### config.mk
export PLATFORM = sky130hd
export DESIGN_NAME = ifu
export DESIGN_NICKNAME = d
export VERILOG_FILES = /design/src/rtl/ifu_pkg.sv /design/src/rtl/ifu.sv
export SDC_FILE = /design/constraint.sdc
export NUM_CORES = 1
export LEC_CHECK = 0
export ABC_AREA = 0
export BUFFER_PORTS_ARGS = -buffer_cell sky130_fd_sc_hd__buf_4
export CAP_MARGIN = 40
export CORE_MARGIN = 4
export CORE_UTILIZATION = 52
export CTS_CLUSTER_DIAMETER = 100
export CTS_CLUSTER_SIZE = 12
export DETAILED_ROUTE_END_ITERATION = 8
export PLACE_DENSITY = 0.78
export SLEW_MARGIN = 20
export SYNTH_ARGS = -nofsm -noshare
export SYNTH_HDL_FRONTEND = slang
export SYNTH_SLANG_ARGS = --single-unit
export TNS_END_PERCENT = 20
### constraint.sdc
create_clock -name clk -period 3.8 [get_ports clk]
set_input_delay 0.76 -clock clk [delete_from_list [all_inputs] [get_ports clk]]
set_output_delay 0.76 -clock clk [all_outputs]
set_load 0.01 [all_outputs]
### src/rtl/ifu_pkg.sv
// ifu_pkg: shared core definitions used by the instruction fetch unit.
//   CORE_XLEN       default data/address width
//   CORE_RESET_VEC  PC value loaded by reset
//   INST_W          instruction word width
//   ifu_state_e     fetch FSM state encoding
package ifu_pkg;

    localparam int          CORE_XLEN      = 32;
    localparam logic [31:0] CORE_RESET_VEC = 32'h8000_0000;
    localparam int          INST_W         = 32;

    typedef enum logic [2:0] {
        BOOT = 3'd0,
        REQ  = 3'd1,
        WAIT = 3'd2,
        HOLD = 3'd3,
        HALT = 3'd4
    } ifu_state_e;

endpackage

### src/rtl/ifu.sv
// ifu: instruction fetch unit for the single-issue core.
// Owns the PC, issues one instruction-memory read at a time, buffers the
// returned word in a one-entry holding register and hands it to the IDU.
//
// Ports
//   clk, rst_b                    clock, asynchronous active-low reset
//   imem_req_valid/ready/addr     fetch request channel (addr = pc)
//   imem_rsp_valid/data           fetch response (no backpressure)
//   if_inst_valid/ready           instruction handshake to the IDU
//   if_inst, if_pc                buffered instruction and its PC
//   exu_redirect, exu_redirect_pc one-cycle redirect strobe and target
//   fetch_halt                    stop fetching (sticky until reset)
//   dbg_state                     current fetch FSM state
//
// Handshake rule for every valid/ready pair in this block: a transfer
// happens on a rising edge where valid and ready are both high; the sender
// holds valid and its payload stable until that edge, and ready may be
// driven freely. Redirect and halt are the only things that may retract a
// valid payload before it transfers.
module ifu
    import ifu_pkg::*;
#(
    parameter int               XLEN      = CORE_XLEN,
    parameter logic [XLEN-1:0]  RESET_VEC = XLEN'(CORE_RESET_VEC)
) (
    input  logic              clk,
    input  logic              rst_b,
    output logic              imem_req_valid,
    input  logic              imem_req_ready,
    output logic [XLEN-1:0]   imem_req_addr,
    input  logic              imem_rsp_valid,
    input  logic [XLEN-1:0]   imem_rsp_data,
    output logic              if_inst_valid,
    input  logic              if_inst_ready,
    output logic [INST_W-1:0] if_inst,
    output logic [XLEN-1:0]   if_pc,
    input  logic              exu_redirect,
    input  logic [XLEN-1:0]   exu_redirect_pc,
    input  logic              fetch_halt,
    output logic [2:0]        dbg_state
);

    ifu_state_e        state_q, state_d;
    logic [XLEN-1:0]   pc_q, pc_d;
    logic              flush_q, flush_d;
    logic              halt_pend_q, halt_pend_d;
    logic [INST_W-1:0] inst_q, inst_d;
    logic [XLEN-1:0]   inst_pc_q, inst_pc_d;

    logic [XLEN-1:0]   redirect_pc;
    logic              req_fire;

    // Targets are always word aligned; low bits of the request are ignored.
    assign redirect_pc = {exu_redirect_pc[XLEN-1:2], 2'b00};
    assign req_fire    = (state_q == REQ) && imem_req_ready;

    always_ff @(posedge clk or negedge rst_b) begin
        if (!rst_b) begin
            state_q     <= BOOT;
            pc_q        <= RESET_VEC;
            flush_q     <= 1'b0;
            halt_pend_q <= 1'b0;
            inst_q      <= '0;
            inst_pc_q   <= '0;
        end else begin
            state_q     <= state_d;
            pc_q        <= pc_d;
            flush_q     <= flush_d;
            halt_pend_q <= halt_pend_d;
            inst_q      <= inst_d;
            inst_pc_q   <= inst_pc_d;
        end
    end

    always_comb begin
        state_d     = state_q;
        pc_d        = pc_q;
        flush_d     = flush_q;
        halt_pend_d = halt_pend_q;
        inst_d      = inst_q;
        inst_pc_d   = inst_pc_q;

        case (state_q)
            BOOT: begin
                if (fetch_halt) begin
                    state_d = HALT;
                end else begin
                    state_d = REQ;
                    if (exu_redirect) begin
                        pc_d = redirect_pc;
                    end
                end
            end

            REQ: begin
                // If the memory takes the old address in the same cycle that a
                // halt or redirect arrives, a response is now in flight, so it
                // must be waited for and thrown away rather than abandoned.
                if (fetch_halt) begin
                    if (req_fire) begin
                        state_d     = WAIT;
                        flush_d     = 1'b1;
                        halt_pend_d = 1'b1;
                    end else begin
                        state_d = HALT;
                    end
                end else if (exu_redirect) begin
                    pc_d = redirect_pc;
                    if (req_fire) begin
                        state_d = WAIT;
                        flush_d = 1'b1;
                    end
                end else if (req_fire) begin
                    state_d = WAIT;
                end
            end

            WAIT: begin
                if (fetch_halt || halt_pend_q) begin
                    // Halt outranks any redirect; the response is absorbed.
                    flush_d     = 1'b1;
                    halt_pend_d = 1'b1;
                    if (imem_rsp_valid) begin
                        state_d     = HALT;
                        flush_d     = 1'b0;
                        halt_pend_d = 1'b0;
                    end
                end else if (exu_redirect) begin
                    pc_d = redirect_pc;
                    if (imem_rsp_valid) begin
                        state_d = REQ;
                        flush_d = 1'b0;
                    end else begin
                        flush_d = 1'b1;
                    end
                end else if (imem_rsp_valid) begin
                    if (flush_q) begin
                        state_d = REQ;
                        flush_d = 1'b0;
                    end else begin
                        state_d   = HOLD;
                        inst_d    = imem_rsp_data[INST_W-1:0];
                        inst_pc_d = pc_q;
                    end
                end
            end

            HOLD: begin
                // Redirect beats ready: a consumed-and-redirected word would
                // otherwise advance the PC past the branch target.
                if (fetch_halt) begin
                    state_d = HALT;
                    inst_d  = '0;
                end else if (exu_redirect) begin
                    state_d = REQ;
                    pc_d    = redirect_pc;
                end else if (if_inst_ready) begin
                    state_d = REQ;
                    pc_d    = pc_q + XLEN'(4);
                end
            end

            HALT: begin
                state_d = HALT;
            end

            default: begin
                state_d = BOOT;
            end
        endcase
    end

    assign imem_req_valid = (state_q == REQ);
    assign imem_req_addr  = imem_req_valid ? pc_q : '0;
    assign if_inst_valid  = (state_q == HOLD);
    assign if_inst        = inst_q;
    assign if_pc          = inst_pc_q;
    assign dbg_state      = state_q;

`ifndef SYNTHESIS
    a_req_addr_stable: assert property (
        @(posedge clk) disable iff (!rst_b)
        (imem_req_valid && !imem_req_ready && !exu_redirect && !fetch_halt)
            |=> $stable(imem_req_addr)
    ) else $error("ifu: imem_req_addr changed while request pending");

    a_rsp_only_in_wait: assert property (
        @(posedge clk) disable iff (!rst_b)
        imem_rsp_valid |-> (state_q == WAIT)
    ) else $error("ifu: imem_rsp_valid outside WAIT");
`endif

endmodule

Word level (Yosys, flattened, before mapping):

Cells that the tools add are included.

* register bits after elaboration: 101
* output and inout port bits: 101
* logic and storage cells: 82
* input bits: 71

* $add $sub $neg: 1
* eq/ne operators: 19
* reduce and logical (&&, ||, !) cells: 13
* mux-type cells: 40
* bitwise logic cells: 3

Operators by type and width (number)
* $mux W32: 12
* $pmux W32 S3: 1
* $pmux W32 S2: 1
* $mux W3: 12
* $add A32 B3 Y32 const B: 1
* $pmux W3 S5: 1
* $ne A2 B2 Y1 const B: 7
* $mux W1: 10
* $reduce_and A5 Y1: 2
* $ne A3 B1 Y1 const B: 3
* $eq A3 B2 Y1 const B: 2
* $ne A2 B1 Y1 const B: 3
* $reduce_and A3 Y1: 2
* $reduce_and A6 Y1: 1
* $ne A4 B1 Y1 const B: 1
* $ne A4 B4 Y1 const B: 1
* $pmux W1 S2: 2
* $reduce_and A4 Y1: 1
* $reduce_bool A2 Y1: 2
* $eq A3 B1 Y1 const B: 1
* $eq A3 B3 Y1 const B: 1
* $logic_not A3 Y1: 1
* $not A1 Y1: 3
* $reduce_bool A3 Y1: 1
* other kinds (4): 4

Logic depth before layout (Yosys ltp):

* depth after elaboration: 6
* depth in mapped cells: 7
* gate-level depth less buffers: 5

Worst setup path after synthesis:

OpenSTA, ideal clock, no wires.

* path type: reg-to-output
* start: register state_q[0], in the netlist dbg_state[0]
* end: output imem_req_addr[22]
* path buffers: 2
* arrival: 1.678 ns
* slack: 1.362 ns
* stages on the path, launching flop included: 6
* cells stage by stage: dfrtp_1 or3b_2 clkbuf_1 inv_1 clkbuf_1 and2_1

* word-level cells in the longest chain between the ends: 2

RTL lines
* start, declared: RTL line ifu.sv:43 `ifu_state_e state_q, state_d;`
* start signal, assigned: RTL line ifu.sv:66 `state_q <= state_d;`
* $eq A3 B1 Y1: RTL line ifu.sv:173 `assign imem_req_valid = (state_q == REQ);`
* via imem_req_valid: RTL line ifu.sv:28 `output logic imem_req_valid,`
* $mux W32: RTL line ifu.sv:174 `assign imem_req_addr = imem_req_valid ? pc_q : '0;`
* end, declared: RTL line ifu.sv:30 `output logic [XLEN-1:0] imem_req_addr,`

The timed path passes the listed nets, and every way through them passes these cells.

Worst setup path after layout:

* start: register state_q[0], in the netlist dbg_state[0]
* end: output imem_req_addr[5]

* word-level cells in the longest chain between the ends: 2

RTL lines (RTL line)
* $eq A3 B1 Y1: ifu.sv:173
* $mux W32: ifu.sv:174

Every way passes these cells.

==> metrics.yaml <==
synth_edf_count: 0
crit_required_ns: 3.04
synthAdderAreaFrac_pct: 0.251
worstPathMaxFanout: 28
yosys.area_share.simple_pct: 24.6
globalplace.congestion: 0.856
dpl_cell_area_sq_mm: 0.00623
grt_pass1_wl_microns: 23700
avgRoutedWirePerCell_microns: 18.1
startpoint_type: "flip-flop"
worst_setup_path_end_kind: "primary output"
finalSetupViolations: 0
finalPower_mw: 2.78
worstPathArrival_ns: 2.58
final_area_sq_mm: 0.00641
cts_resized: 0
async_flop_share_pct: 100
whs_ns: 0.308
worst_slew_pin_slew_ns: 0.718
final_common_cell: "buf_4"
clkSlewWorstSetupHoldPaths_ns: 0.10
status: "finished clean"
nets: 745
area_delta_synth_final_pct: 28.5
clk_latency_ns: 0.37
cp_slowest_stage_delay_ns: 0.65
drive_gt1_share_pct: 30.6
hold_class: "in -> async"
rows: 35
clock-sinks: 97
htreeDepth: 3
detail-route-antenna-nets: 0
final_util_pct: 69.1
vias: 4763
die-width_microns: 106
route.detailed.drc: 0
ys_ff_latch: 97
post_cts.repair.setup_buffers: 0
synth-xor-area-share_pct: 0
drv_cap: 0
dr.pass1.iters: 5
drtIter0Drc: 331
antenna_found_initial: 0
fin_crit_sh_pct: 87.8
io_pins: 172
path_buf_inv: 2
path_delay_family: "simple AND/OR/NAND/NOR gates"
initial_core_util_pct: 53.8
hold_violations: 0
synth_cell_types: 61
fin_tns_setup_ns: 0
ir_drop_mv: 0.232
dieArea_sq_mm: 0.0112
reg2reg_setup_slack_ns: 1.31
regToRegEndpoint: "if_pc[30]"
synth_top_family_by_area: "simple AND/OR/NAND/NOR gates"
timing.rr.start: "dbg_state[0]"
avgSynthCellArea_sq_um: 9.40
fin_skew_ns: 0.0117
via_per_inst: 5.91
yosysWarnings: 0
critPathKind: "reg -> out"
die_y_microns: 106
reg2reg_depth: 5
leakagePower_nw: 3.14
netlist_area_sq_mm: 0.00499
clk_root_buffer_cell: "clkbuf_8"
power.density_mw_per_mm2: 434
cts_tree: "done"
rsz0062_at_grt: "no"
grt_max_degree: 54
grtUsageTotal_pct: 26.1
worstPathCellList: "or3b_2 > inv_1 > and2_1 > buf_4"
portBuffers: 165
synth-compound-area-share_pct: 20.0
wl_microns: 14600
cts.hold.buffers_added: 0
clockBufferDepth: 2
ys.flop_type: "dfrtp_1"
cts_made_buffers: 9
crit_slowest_cell: "dfrtp_1"
final_max_slew_viol_count: 0
place_hpwl_microns: 10600
ys_seq_area_share_pct: 48.7
grt_pass1_vias: 4568
period_minus_slack_ns: 3.34
synthCells: 531
final_cell_mix: "174 x buf_4, 112 x nand2_1, 96 x dfrtp_1, 32 x and2_1, 32 x a22o_1"
slew_headroom_pct: 52.1
overflow: 0
core_area_sq_mm: 0.00928
fmax_mhz: 300
antenna_cells: 0
muxShareOfSynthArea_pct: 0.401
==> logic make-up after synthesis <==
kind of cell    Yosys count
compound gates          133
fa+ha+maj                 1
other cells               1
mux                       2
flops                    97
simple gates            242
buf+inv                  55
==> flip-flops by register name, summed over array words and instances, names as in the netlist <==
register     flops
halt_pend_q      1
flush_q          1
if_inst         32
pc_q            30
if_pc           30
dbg_state        3
==> per-stage QoR <==
step           std cells  setup slack [ns]
3_3_place_gp         788             0.964
4_1_cts              804             0.429
3_5_place_dp         789             0.839
2_1_floorplan        534              1.36
5_1_grt              806             0.333
6_report             806             0.465
==> synthesized netlist by cell type, drive strengths merged (8+ instances only) <==
library cell / instances / share of area, %
and4: 9 / 1.6
nand4: 13 / 1.8
a22o: 32 / 5.6
nand2: 112 / 8.4
nor2: 21 / 1.6
a21oi: 22 / 2.2
a211oi: 8 / 1.3
dfrtp: 96 / 48
buf: 19 / 2.2
clkbuf: 29 / 2.8
o21ai: 14 / 1.4
and2: 33 / 4.1
o211ai: 10 / 1.6
nand3: 15 / 1.5
==> worst max path at each step <==
stage               cells after the start  slack [ns]         start                 to
floorplan                               5        1.36  dbg_state[0]  imem_req_addr[22]
global placement                        4        0.96  dbg_state[0]  imem_req_addr[15]
detailed placement                      4        0.84  dbg_state[0]   imem_req_addr[5]
CTS                                     4        0.43  dbg_state[0]   imem_req_addr[5]
global route                            4        0.33  dbg_state[0]  imem_req_addr[31]
finish                                  4        0.46  dbg_state[0]   imem_req_addr[5]
==> layer usage <==
layer  wire (microns)  vias to the layer above  track usage, %
met3             1250                       31            5.83
met4              325                        0            9.90
li1                 -                     2205               -
met1             5940                     2286            35.4
met2             7080                      241            41.1
met5                0                        -               0
==> layout make-up <==
class                      instances  area, sq um
clock buffer                       9          124
clock inverter                     6         42.5
fill                             763         2870
inverter                           6         22.5
multi-input combinational        382         2280
sequential                        97         2430
tap                              129          161
timing repair buffer             177         1350
==> power by group <==
group / internal, mW / total, mW / switching [mW]
sequential: 1.21 / 1.56 / 0.352
clock: 0.237 / 0.615 / 0.378
combinational: 0.287 / 0.604 / 0.317
total: 1.74 / 2.78 / 1.05
(Power assumes the default switching activity.)
